--- config.mk ---
export PLATFORM = sky130hd
export DESIGN_NAME = fwd_hazard_unit
export DESIGN_NICKNAME = d
export VERILOG_FILES = /design/src/rtl/fwd_pkg.sv /design/src/rtl/fwd_src_cmp.sv /design/src/rtl/fwd_hazard_unit.sv
export SDC_FILE = /design/constraint.sdc
export NUM_CORES = 1
export LEC_CHECK = 0
export CORE_AREA = 2 2 55 57
export CTS_CLUSTER_DIAMETER = 80
export DETAILED_ROUTE_END_ITERATION = 7
export DIE_AREA = 0 0 57 59
export HOLD_SLACK_MARGIN = 0.02
export PLACE_DENSITY = 0.83
export REMOVE_ABC_BUFFERS = 1
export SYNTH_ARGS = -nofsm -noshare
export SYNTH_HDL_FRONTEND = slang
export SYNTH_SLANG_ARGS = --single-unit
--- constraint.sdc ---
create_clock -name clk -period 3.4 [get_ports clk]
set_clock_uncertainty 0.05 [all_clocks]
set_input_delay 0.85 -clock clk [delete_from_list [all_inputs] [get_ports clk]]
set_output_delay 0.85 -clock clk [all_outputs]
set_load 0.005 [all_outputs]
--- src/rtl/fwd_pkg.sv ---
`default_nettype none
// +----------------------------------------------------------------------------
// | fwd_pkg
// | Shared forwarding-select encodings and hazard FSM state type.
// | Revision: 1.0
// +----------------------------------------------------------------------------
package fwd_pkg;

  localparam logic [1:0] FWD_RF    = 2'b00;
  localparam logic [1:0] FWD_MEMWB = 2'b01;
  localparam logic [1:0] FWD_EXMEM = 2'b10;

  typedef enum logic [0:0] {
    IDLE      = 1'b0,
    LDBR_WAIT = 1'b1
  } fwd_state_e;

endpackage
`default_nettype wire

--- src/rtl/fwd_src_cmp.sv ---
`default_nettype none
// +----------------------------------------------------------------------------
// | fwd_src_cmp
// | Per-operand forward source match with EX/MEM over MEM/WB priority.
// | Revision: 1.0
// +----------------------------------------------------------------------------
module fwd_src_cmp
  import fwd_pkg::*;
#(
  parameter int REG_AW = 5
) (
  input  logic [REG_AW-1:0] src,
  input  logic              ex_mem_regwrite,
  input  logic [REG_AW-1:0] ex_mem_rd,
  input  logic              mem_wb_regwrite,
  input  logic [REG_AW-1:0] mem_wb_rd,
  output logic [1:0]        sel
);

  logic exm_hit;
  logic mwb_hit;

  always_comb begin
    exm_hit = ex_mem_regwrite && (ex_mem_rd != '0) && (ex_mem_rd == src);
    mwb_hit = mem_wb_regwrite && (mem_wb_rd != '0) && (mem_wb_rd == src);
    sel     = FWD_RF;
    if (exm_hit) begin
      sel = FWD_EXMEM;
    end else if (mwb_hit) begin
      sel = FWD_MEMWB;
    end
  end

endmodule
`default_nettype wire

--- src/rtl/fwd_hazard_unit.sv ---
`default_nettype none
// +----------------------------------------------------------------------------
// | fwd_hazard_unit
// | Operand forwarding, load-use/branch/long-latency stall generation.
// | Define FWD_BRANCH_FWD_EN to forward EX/MEM into compare-in-ID branches.
// | Revision: 1.0
// +----------------------------------------------------------------------------
module fwd_hazard_unit
  import fwd_pkg::*;
#(
  parameter int REG_AW  = 5,
  parameter int NUM_SRC = 2,
  parameter int MD_LAT  = 4
) (
  input  logic                      clk,
  input  logic                      rst_n,
  input  logic                      ex_mem_regwrite,
  input  logic [REG_AW-1:0]         ex_mem_rd,
  input  logic                      mem_wb_regwrite,
  input  logic [REG_AW-1:0]         mem_wb_rd,
  input  logic                      id_ex_regwrite,
  input  logic                      id_ex_memread,
  input  logic [REG_AW-1:0]         id_ex_rd,
  input  logic [NUM_SRC*REG_AW-1:0] id_ex_src,
  input  logic [NUM_SRC*REG_AW-1:0] if_id_src,
  input  logic                      if_id_branch,
  input  logic                      md_start,
  input  logic [REG_AW-1:0]         md_rd,
  output logic [2*NUM_SRC-1:0]      alu_fwd_sel,
  output logic [NUM_SRC-1:0]        br_fwd_sel,
  output logic                      stall,
  output logic                      md_busy,
  output logic                      md_wb,
  output logic                      md_overrun
);

  localparam int CNT_W = 4;

  fwd_state_e        state_q, state_d;
  logic [CNT_W-1:0]  cnt_q, cnt_d;
  logic [REG_AW-1:0] md_rd_q, md_rd_d;
  logic              overrun_q, overrun_d;

  logic [NUM_SRC-1:0] idex_hit;
  logic [NUM_SRC-1:0] md_hit;
  logic [NUM_SRC-1:0] br_exm_hit;

  generate
    for (genvar i = 0; i < NUM_SRC; i++) begin : g_src
      logic [REG_AW-1:0] if_id_s;
      logic [1:0]        br_sel;

      assign if_id_s = if_id_src[i*REG_AW +: REG_AW];

      fwd_src_cmp #(.REG_AW(REG_AW)) u_alu_cmp (
        .src             (id_ex_src[i*REG_AW +: REG_AW]),
        .ex_mem_regwrite (ex_mem_regwrite),
        .ex_mem_rd       (ex_mem_rd),
        .mem_wb_regwrite (mem_wb_regwrite),
        .mem_wb_rd       (mem_wb_rd),
        .sel             (alu_fwd_sel[2*i +: 2])
      );

      // Branch compare only ever takes the EX/MEM result, so MEM/WB is masked.
      fwd_src_cmp #(.REG_AW(REG_AW)) u_br_cmp (
        .src             (if_id_s),
        .ex_mem_regwrite (ex_mem_regwrite),
        .ex_mem_rd       (ex_mem_rd),
        .mem_wb_regwrite (1'b0),
        .mem_wb_rd       ('0),
        .sel             (br_sel)
      );

      assign br_exm_hit[i] = (br_sel == FWD_EXMEM);
      assign idex_hit[i]   = (id_ex_rd != '0) && (id_ex_rd == if_id_s);
      assign md_hit[i]     = (md_rd_q != '0) && (md_rd_q == if_id_s);
    end
  endgenerate

  logic ld_use_stall;
  logic br_idex_stall;
  logic br_exm_stall;
  logic md_stall;

  always_comb begin
    md_busy       = (cnt_q != '0);
    md_wb         = (cnt_q == CNT_W'(1));
    md_overrun    = overrun_q;
    ld_use_stall  = id_ex_memread && (|idex_hit);
    br_idex_stall = if_id_branch && id_ex_regwrite && (|idex_hit);
    md_stall      = md_busy && !md_wb && (|md_hit);
`ifdef FWD_BRANCH_FWD_EN
    br_exm_stall  = 1'b0;
    br_fwd_sel    = (state_q == IDLE) ? br_exm_hit : '0;
`else
    br_exm_stall  = if_id_branch && (|br_exm_hit);
    br_fwd_sel    = '0;
`endif
    stall = rst_n && (ld_use_stall || br_idex_stall || br_exm_stall ||
                      md_stall || (state_q == LDBR_WAIT));
  end

  always_comb begin
    state_d   = state_q;
    cnt_d     = cnt_q;
    md_rd_d   = md_rd_q;
    overrun_d = overrun_q;
`ifdef FWD_BRANCH_FWD_EN
    unique case (state_q)
      IDLE:      if (br_idex_stall && id_ex_memread) state_d = LDBR_WAIT;
      LDBR_WAIT: state_d = IDLE;
      default:   state_d = IDLE;
    endcase
`else
    state_d = IDLE;
`endif
    if (md_start && !md_busy) begin
      cnt_d   = CNT_W'(MD_LAT);
      md_rd_d = md_rd;
    end else if (md_busy) begin
      cnt_d = cnt_q - CNT_W'(1);
    end
    if (md_start && md_busy) begin
      overrun_d = 1'b1;
    end
  end

  always_ff @(posedge clk or negedge rst_n) begin
    if (!rst_n) begin
      state_q   <= IDLE;
      cnt_q     <= '0;
      md_rd_q   <= '0;
      overrun_q <= 1'b0;
    end else begin
      state_q   <= state_d;
      cnt_q     <= cnt_d;
      md_rd_q   <= md_rd_d;
      overrun_q <= overrun_d;
    end
  end

endmodule
`default_nettype wire

==> flow_summary.json <==
{
  "reg2reg_from": "cnt_q[0]",
  "io_pins": 58,
  "critPathCapture": "alu_fwd_sel[0]",
  "cts.sinks": 10,
  "grt_antenna_before_repair": 0,
  "root_buffer": "clkbuf_4",
  "period_needed_ns": 3.40,
  "viasPerCell": 5.30,
  "fp-row-count": 19,
  "nNetsFinal": 257,
  "cts_tree": "yes",
  "synth_area_leaders": "xnor2_1, dfrtp_1, xor2_1",
  "core_region_area_mm2": 0.00271,
  "dpl_cell_area_mm2": 0.00186,
  "synth_compound_area_frac": 0.0942,
  "dr.pass1.iters": 4,
  "wl_um": 3860,
  "synthSimpleGateAreaFrac": 0.157,
  "synth_top_family_by_area": "XOR/XNOR gates",
  "dp_hpwl_um": 2960,
  "synth_largest_area_cell": "xnor2_1",
  "worstPathArrival_ns": 2.50,
  "slew_viol_final": 0,
  "worstHoldPathType": "reg2reg",
  "hold_viol_final": 0,
  "r2r_slack_ns": 1.61,
  "drc": 0,
  "track_usage": 0.233,
  "grt_pass1_vias": 1342,
  "synth-seq-cells": 10,
  "outcome": "completed",
  "yosys-top-cells-count": "xnor2_1, xor2_1, dfrtp_1, nand3_1",
  "syn_inst": 129,
  "die_width_um": 57,
  "muxShareOfSynthArea": 0.0584,
  "area_growth_pct": 68.7,
  "h-tree-depth": 1,
  "r2r_cells": 5,
  "p_leak_nw": 0.820,
  "synth.most_common_cell": "xnor2_1",
  "cts_hold_buffers": 0,
  "required_ns": 2.50,
  "synthArstFlopShare": 1.00,
  "die_h_um": 59,
  "synth_xor_xnor_area_share": 0.379,
  "drive_gt1_frac": 0.234,
  "antenna_left": 0,
  "ys.flop_type": "dfrtp_1",
  "routed-via-count": 1250,
  "fin_cells": 236,
  "maxCapViolCount": 0,
  "crit_start": "mem_wb_rd[2]",
  "yosysSeqAreaShare": 0.216,
  "clockBufferDepth": 2,
  "synthesis.area_mm2": 0.00116,
  "place.gp.congestion": 0.982,
  "drt-initial-drc-count": 36,
  "grt_first_pass_wirelength_um": 6000,
  "timing.rr.end": "md_rd_q[3]",
  "die_area_mm2": 0.00336,
  "clkSlewWorstSetupHoldPaths_ns": 0.06,
  "diodes": 0,
  "synth-edff-count": 0,
  "yosysUniqueCellTypes": 29,
  "initial_utilization": 0.427,
  "synthAdderAreaFrac": 0.0216,
  "worstSetupEndpointType": "primary output",
  "avgSynthCellArea_um2": 8.96,
  "dp_cells": 231,
  "synth.top_cell.area_share": 0.235,
  "io_buffer_count": 55,
  "fillCellCount": 212,
  "powerDensity_mw_per_mm2": 369,
  "yosys_warnings": 0,
  "grt_remaining_overflow": 0,
  "grt_max_degree": 11,
  "max_freq_mhz": 294,
  "post-route-period-util": 1.00,
  "stdcell_area_mm2": 0.00195,
  "numCtsBuffers": 3,
  "post_drt_wl_per_cell_um": 16.3,
  "path_max_fanout": 2,
  "setup_viol": 0,
  "critPathKind": "in2out",
  "start_kind": "input port",
  "ir_drop_uv": 307,
  "insertion_delay_ns": 0.27
}
-- repair_timing --
item | in CTS | in global routing
gates resized for setup | 24 | 14
setup endpoints to repair | 5 | 3
buffers inserted | 2 | 0
pin swaps | 5 | 3
-- placed cells by master, fill, tap and decap left out --
cell type / netlist / layout
or4_1: 5 / 3
clkbuf_2: 0 / 1
o311ai_1: 0 / 1
o21ai_2: 1 / 1
nor4_4: 0 / 3
buf_2: 2 / 2
o21ai_0: 3 / 2
xor2_1: 19 / 19
conb_1: 1 / 2
buf_4: 4 / 24
and2_1: 1 / 1
dlygate4sd2_1: 0 / 11
o22ai_2: 0 / 1
nor3_1: 3 / 3
a31oi_1: 1 / 1
xnor2_1: 31 / 31
dfrtp_1: 10 / 10
o211ai_1: 1 / 1
a21oi_1: 2 / 2
o2111ai_1: 2 / 2
clkbuf_4: 0 / 3
mux2_2: 6 / 6
or4_4: 1 / 3
inv_1: 4 / 4
nand3_1: 8 / 8
nand2_1: 6 / 6
o22ai_1: 2 / 1
o21ai_4: 0 / 1
clkdlybuf4s50_1: 0 / 38
ha_1: 2 / 2
dlymetal6s2s_1: 0 / 3
a21o_1: 3 / 3
buf_6: 2 / 2
nor2_1: 3 / 3
nor4_2: 2 / 1
-- per-stage QoR --
step	power, mW	util	hold WS, ns	setup slack (ns)	TNS [ns]
2_1_floorplan	0.460	-	0.401	0.604	0
3_3_place_gp	0.612	0.687	0.389	-0.380	-1.71
3_5_place_dp	0.637	0.687	0.403	-0.420	-1.99
4_1_cts	0.724	0.711	0.428	0.0152	0
5_1_grt	0.791	0.720	0.467	-0.0196	-0.0196
6_report	0.720	0.720	0.423	0.000513	0
-- worst max-delay path, stage by stage --
cell and delay, ns:
clkdlybuf4s50_1 0.49, or4_1 0.17, o21ai_2 0.09, or4_4 0.46, nor4_4 0.29, buf_2 0.15
-- cells by family (layout without fill, tap and decap cells) --
family / Yosys count / in the layout
buffers and inverters: 13 / 88
XOR/XNOR: 50 / 50
adder cells (fa/ha/maj): 2 / 2
flip-flops: 10 / 10
AND/OR/NAND/NOR: 31 / 31
other: 1 / 2
AO/OA/AOI/OAI: 16 / 16
multiplexers: 6 / 6
-- layer usage --
metal  part of all wire  track usage  wire, µm
met2               0.52        0.445      1990
met5                  0            0         0
met4              0.036        0.113       140
met1               0.39        0.254      1500
met3              0.059       0.0306       226
-- sequential cells by signal (all words and copies together), names as in the netlist --
register	count
cnt_q	4
md_rd_q	5
md_overrun	1
-- cell type report --
cell class | instances | area (µm²) | area share
inverters | 4 | 15.0 | 0.00770
well taps | 31 | 38.8 | 0.0199
repair buffers | 81 | 732 | 0.375
clock buffers | 3 | 22.5 | 0.0115
flip-flops and latches | 10 | 250 | 0.128
multi-input cells | 107 | 892 | 0.457
-- power breakdown --
part           internal (mW)  switching, mW
logic                  0.236          0.172
clock network         0.0408         0.0383
registers              0.175         0.0586
-- how the worst min path moves through the flow --
stage / from / to / slack (ns) / depth (start not counted)
after floorplan: md_overrun / md_overrun / 0.40 / 1
after global placement: md_overrun / md_overrun / 0.39 / 1
after detailed placement: md_overrun / md_overrun / 0.40 / 1
after CTS: md_overrun / md_overrun / 0.43 / 1
after global routing: md_overrun / md_overrun / 0.47 / 1
final: md_overrun / md_overrun / 0.42 / 1
Power figures use the tool's default switching activity.
